File: src/rtl/alu_pkg.sv
// ============================================================================
// Module      : alu_pkg
// Description : Shared types and widths for the ALU operation scheduler.
// Revision    : 1.0 - initial release
// ============================================================================
`default_nettype none

package alu_pkg;

    localparam int OP_WIDTH       = 4;
    localparam int DATA_IN_WIDTH  = 8;
    localparam int DATA_OUT_WIDTH = 16;

    typedef logic [OP_WIDTH-1:0] alu_op_t;

    typedef enum logic [1:0] {
        IDLE = 2'd0,
        EXEC = 2'd1,
        RESP = 2'd2
    } sched_state_t;

endpackage : alu_pkg

`default_nettype wire

File: src/rtl/alu_op_scheduler_rr_arbiter_2.sv
// ============================================================================
// Module      : rr_arbiter_2
// Description : Two-way combinational round-robin arbiter, one-hot grant.
// Revision    : 1.0 - initial release
// ============================================================================
`default_nettype none

module rr_arbiter_2 (
    input  logic [1:0] req,
    input  logic       last_grant,
    output logic [1:0] grant
);

    // On a tie the requester that did not win last time gets the grant.
    assign grant[0] = req[0] & (~req[1] |  last_grant);
    assign grant[1] = req[1] & (~req[0] | ~last_grant);

endmodule : rr_arbiter_2

`default_nettype wire

File: src/rtl/alu_op_scheduler.sv
// ============================================================================
// Module      : alu_op_scheduler
// Description : Two-requester round-robin sequencer in front of the ALU.
// Revision    : 1.0 - initial release
// ============================================================================
`default_nettype none

module alu_op_scheduler
    import alu_pkg::*;
#(
    parameter logic [15:0] MULTI_CYCLE_OPS = 16'h00C0,
    parameter int          MC_LATENCY      = 8
) (
    input  logic                      clk,
    input  logic                      rst,
    input  logic [1:0]                req_valid,
    output logic [1:0]                req_ready,
    input  logic [2*OP_WIDTH-1:0]     req_op,
    input  logic [2*DATA_IN_WIDTH-1:0] req_a,
    input  logic [2*DATA_IN_WIDTH-1:0] req_b,
    output logic [DATA_IN_WIDTH-1:0]  alu_a,
    output logic [DATA_IN_WIDTH-1:0]  alu_b,
    output logic [OP_WIDTH-1:0]       alu_sel,
    input  logic [DATA_OUT_WIDTH-1:0] alu_result,
    output logic                      rsp_valid,
    input  logic                      rsp_ready,
    output logic [DATA_OUT_WIDTH-1:0] rsp_data,
    output logic                      rsp_id,
    output logic                      busy
);

    localparam logic [3:0] C_MC_LOAD = 4'(MC_LATENCY - 1);

    sched_state_t                state_q,     state_d;
    logic                        last_grant_q, last_grant_d;
    logic [3:0]                  cnt_q,       cnt_d;
    logic [DATA_IN_WIDTH-1:0]    alu_a_q,     alu_a_d;
    logic [DATA_IN_WIDTH-1:0]    alu_b_q,     alu_b_d;
    alu_op_t                     alu_sel_q,   alu_sel_d;
    logic                        rsp_valid_q, rsp_valid_d;
    logic [DATA_OUT_WIDTH-1:0]   rsp_data_q,  rsp_data_d;
    logic                        rsp_id_q,    rsp_id_d;

    logic [1:0]                  w_grant;
    logic                        w_gnt_id;
    alu_op_t                     w_op;
    logic [DATA_IN_WIDTH-1:0]    w_a;
    logic [DATA_IN_WIDTH-1:0]    w_b;

    rr_arbiter_2 u_arb (
        .req        (req_valid),
        .last_grant (last_grant_q),
        .grant      (w_grant)
    );

    assign w_gnt_id  = w_grant[1];
    assign w_op      = w_gnt_id ? req_op[7:4]  : req_op[3:0];
    assign w_a       = w_gnt_id ? req_a[15:8]  : req_a[7:0];
    assign w_b       = w_gnt_id ? req_b[15:8]  : req_b[7:0];

    // Grants are only visible while idle and out of reset.
    assign req_ready = ((state_q == IDLE) && !rst) ? w_grant : 2'b00;

    always_comb begin
        state_d      = state_q;
        last_grant_d = last_grant_q;
        cnt_d        = cnt_q;
        alu_a_d      = alu_a_q;
        alu_b_d      = alu_b_q;
        alu_sel_d    = alu_sel_q;
        rsp_valid_d  = rsp_valid_q;
        rsp_data_d   = rsp_data_q;
        rsp_id_d     = rsp_id_q;
        case (state_q)
            IDLE: begin
                if (|w_grant) begin
                    alu_sel_d    = w_op;
                    alu_a_d      = w_a;
                    alu_b_d      = w_b;
                    rsp_id_d     = w_gnt_id;
                    last_grant_d = w_gnt_id;
                    cnt_d        = MULTI_CYCLE_OPS[w_op] ? C_MC_LOAD : 4'd0;
                    state_d      = EXEC;
                end
            end
            EXEC: begin
                if (cnt_q != 4'd0) begin
                    cnt_d = cnt_q - 4'd1;
                end else begin
                    rsp_data_d  = alu_result;
                    rsp_valid_d = 1'b1;
                    state_d     = RESP;
                end
            end
            RESP: begin
                if (rsp_ready) begin
                    rsp_valid_d = 1'b0;
                    state_d     = IDLE;
                end
            end
            default: state_d = IDLE;
        endcase
    end

    always_ff @(posedge clk) begin
        if (rst) begin
            state_q      <= IDLE;
            last_grant_q <= 1'b1;
            cnt_q        <= 4'd0;
            alu_a_q      <= '0;
            alu_b_q      <= '0;
            alu_sel_q    <= '0;
            rsp_valid_q  <= 1'b0;
            rsp_data_q   <= '0;
            rsp_id_q     <= 1'b0;
        end else begin
            state_q      <= state_d;
            last_grant_q <= last_grant_d;
            cnt_q        <= cnt_d;
            alu_a_q      <= alu_a_d;
            alu_b_q      <= alu_b_d;
            alu_sel_q    <= alu_sel_d;
            rsp_valid_q  <= rsp_valid_d;
            rsp_data_q   <= rsp_data_d;
            rsp_id_q     <= rsp_id_d;
        end
    end

    assign alu_a     = alu_a_q;
    assign alu_b     = alu_b_q;
    assign alu_sel   = alu_sel_q;
    assign rsp_valid = rsp_valid_q;
    assign rsp_data  = rsp_data_q;
    assign rsp_id    = rsp_id_q;
    assign busy      = (state_q != IDLE);

endmodule : alu_op_scheduler

`default_nettype wire

File: config.mk
export PLATFORM = sky130hd
export DESIGN_NAME = alu_op_scheduler
export DESIGN_NICKNAME = d
export VERILOG_FILES = /design/src/rtl/alu_pkg.sv /design/src/rtl/alu_op_scheduler_rr_arbiter_2.sv /design/src/rtl/alu_op_scheduler.sv
export SDC_FILE = /design/constraint.sdc
export NUM_CORES = 1
export LEC_CHECK = 0
export CAP_MARGIN = 25
export CELL_PAD_IN_SITES_DETAIL_PLACEMENT = 1
export CELL_PAD_IN_SITES_GLOBAL_PLACEMENT = 2
export CORE_ASPECT_RATIO = 0.9
export CORE_UTILIZATION = 19
export DETAILED_ROUTE_END_ITERATION = 10
export GPL_TIMING_DRIVEN = 0
export PLACE_DENSITY_LB_ADDON = 0.12
export REMOVE_ABC_BUFFERS = 1
export SLEW_MARGIN = 20
export SYNTH_ARGS = -nofsm -noshare
export SYNTH_HDL_FRONTEND = slang
export SYNTH_SLANG_ARGS = --single-unit
File: constraint.sdc
create_clock -name clk -period 1.5 [get_ports clk]
set_clock_uncertainty 0.05 [all_clocks]
set_input_delay 0.15 -clock clk [delete_from_list [all_inputs] [get_ports clk]]
set_output_delay 0.15 -clock clk [all_outputs]
set_load 0.02 [all_outputs]
==> PnR_summary.wiki <==
{| class="wikitable"
! Metric !! Value
|-
| Result of the run || finished with violations
|-
| Failing checks || setup timing
|-
| GRT Resource Usage Total || a little over an eighth
|-
| TritonRoute pass-1 iters || 3
|-
| Cell variety after synth || 35
|-
| Number of DRC violations after detailed routing || 0
|-
| Share of layout cells above drive strength 1 || between 20% and 30%
|-
| Clock-pin slew on the worst setup and hold paths || about 0.07 ns
|-
| CTS tree || built
|-
| Number of nets with antenna violations after detailed routing || 0
|-
| Maximum number of pins on one net before global-route repair || 26
|-
| Dpl cells || between 400 and 500
|-
| Final Wtd Congestion || ~0.69
|-
| Instance count of the mapped netlist || between 200 and 250
|-
| Most common cell after layout, fill and taps aside || clkdlybuf4s50_1
|-
| Seq/Total Area, Yosys || between 40% and 50%
|-
| Via total after detailed routing || 2041
|-
| Commonest cells after routing, fill and taps aside || clkdlybuf4s50_1, dfxtp_1, nand2_1
|-
| Classification of the worst-slack hold path || in2reg
|-
| Clock period minus final worst setup slack || between 1.5 and 2 ns
|-
| Routed wirelength normalized by instance count || approximately 15 um
|-
| Wire length of the first global-routing pass || about 11000 um
|-
| MaxCap Viol Count || 0
|-
| Number of nets in the layout || 405
|-
| Total length of routed wires || ~7000 um
|-
| Hold Fails Final Rpt || 0
|-
| Die height || 98.03 um
|-
| Max-slew headroom at the worst pin || 55.05%
|-
| Maximum fanout along the worst path || 16
|-
| Boundary Pins || approximately 100
|-
| Detailed Route Iter0 Violations || between 50 and 60
|-
| FILL cells || approximately 1100
|-
| Setup Crit Path Kind || reg2reg
|-
| Level count of the clock H-tree || 2
|-
| Crit share post-route || 102.7%
|-
| CTS sink cnt || 45
|-
| Power per cell area || about 1400 nW/um2
|-
| Syn. warnings || 0
|-
| Die ar. || approximately 11000 um2
|-
| Number of buffers on the longest clock path || 2
|-
| Achievable clock frequency || 649.4 MHz
|-
| Aggregate negative setup slack || -0.2355 ns
|-
| Vias per cell || approximately 4.3
|-
| Largest voltage drop on the vdd net || between 0.0004 and 0.0005 V
|-
| Effective utilization at floorplan || between 10% and 20%
|-
| Number of antenna violations at the first check in global routing || 0
|-
| Leakage || approximately 1.5 nW
|-
| Via count of the first global-routing pass || approximately 2100
|-
| Final core utilization || a little under two fifths
|-
| Number of diodes || 0
|-
| Mapped cell area || just under 2000 um2
|-
| Post-synthesis average cell area || slightly below 9 um2
|-
| Grt total ovfl || 0
|-
| # hold bufs at CTS || 0
|-
| Worst EP arrival || 1.71 ns
|-
| Inserted Clock Buffers || 5
|-
| Hold slack final || roughly 0.37 ns
|-
| Die X || between 100 and 150 um
|-
| Required time reported for the critical path endpoint || about 1.7 ns
|-
| Number of storage elements in the synthesis netlist || 45
|-
| Setup repair after global routing missed its margin || yes
|-
| Post-detailed-placement cell area || between 3000 and 4000 um2
|-
| Filler-free cell count of the finished design || 470
|-
| Count of port buffers added during placement || between 100 and 150
|-
| Post-route cell area || around 3700 um2
|-
| Actual transition at the worst max-transition pin || between 0.6 and 0.7 ns
|-
| Final Max Slew Viols || 0
|-
| Worst-Skew Late Latency || 0.29 ns
|-
| Placement row count || 34
|-
| Detail Placement HPWL || between 4000 and 5000 um
|-
| Clock root buffer || clkbuf_16
|-
| Std-Cell Core Area || a little under 10000 um2
|-
| Signed area change from the synthesized netlist to the final layout || 91.13%
|-
| Endpoint kind of the worst setup timing path || flop
|-
| Final-report setup violation count || 17
|-
| Startpoint class of the critical path || flop
|-
| Worst path setup slack after routing || -0.03978 ns
|}
-- stage by stage --
step / worst slack, ns / power (mW)
final: -0.03978 / 5.065
after global routing: -0.1131 / 5.400
after CTS: -0.02847 / 4.863
after detailed placement: -1.078 / 3.221
after global placement: -1.667 / 3.200
after floorplan: -0.2942 / 2.448
-- metal layers --
metal	track usage [%]	up-vias	part of all wire, %
li1	-	1018	-
met4	2.807	0	0.91
met1	15.20	941	43
met5	0	-	0
met2	22.15	77	47
met3	5.874	5	9.9
-- registers in the layout, indices dropped and copies added, names as in the netlist --
| register | flops |
|---|---|
| rsp_data | 16 |
| rsp_id | 1 |
| alu_a | 8 |
| alu_b | 8 |
| rsp_valid | 1 |
| alu_sel | 4 |
| state_q | 2 |
| cnt_q | 4 |
| last_grant_q | 1 |
-- final cells by class --
cell class                 instances  area [um2]  share of cell area (%)
clock buffer                       7       142.6                   3.833
clock inverter                     1       30.03                  0.8070
inverter                           3       16.27                  0.4371
multi-input combinational        162        1142                   30.70
sequential                        45       914.6                   24.58
tap                              126       157.7                   4.237
timing repair buffer             126        1318                   35.41
-- worst max-delay path, cell delays in order (launching register included) --
cell     delay, ns
dfxtp_2       0.33
inv_2         0.07
ha_4          0.13
or3b_4        0.42
nor2_4        0.12
buf_12        0.15
nand2_1       0.07
a21oi_1       0.12
-- report_power, final --
group	switching, mW	leakage, nW	internal (mW)
clock network	0.460	0.0841	0.833
logic	1.08	1.01	1.13
registers	0.142	0.373	1.42
total	1.68	1.47	3.38
-- Yosys cell counts, drive strengths merged --
master	count	area, um2
a2111oi	1	15.01
a211oi	20	150.1
a21boi	1	18.77
a21o	1	7.510
a21oi	21	108.9
a221o	2	20.02
a311oi	1	8.760
and2	1	6.260
and4b	1	10.01
buf	8	56.30
clkbuf	5	18.77
dfxtp	45	900.9
ha	1	12.51
inv	3	11.26
mux2i	20	200.2
nand2	39	146.4
nand2b	2	12.51
nand3	1	5.000
nor2	29	126.4
nor2b	2	12.51
nor3	5	25.02
nor3b	1	7.510
nor4b	1	8.760
o21ai	4	20.01
or3b	2	20.02
xnor2	1	8.760
xor2	1	8.760
-- path summary, 6_finish.rpt --
path	startpoint	endpoint	depth (start not counted)	slack, ns
worst max register to register	cnt_q[0]	rsp_data[9]	7	-0.04
worst min register to register	rsp_data[11]	rsp_data[11]	2	0.40
worst max-delay path	cnt_q[0]	rsp_data[9]	7	-0.04
worst min-delay path	alu_result[11]	rsp_data[11]	3	0.37
-- kinds of logic after synthesis --
logic type      count (synthesis)  share of synthesized area, %
simple gates                   84                         19.54
compound gates                 51                         17.93
flops                          45                         46.27
mux                            20                         10.28
buf+inv                        16                         4.434
xor+xnor                        2                        0.8999
fa+ha+maj                       1                        0.6426
-- repair_timing --
action,in CTS,in global routing
setup buffers,14,10
gates resized for setup,35,39
endpoints found under the setup margin,46,50
gates cloned,3,1
pin swaps,6,14
(Power assumes the default switching activity.)
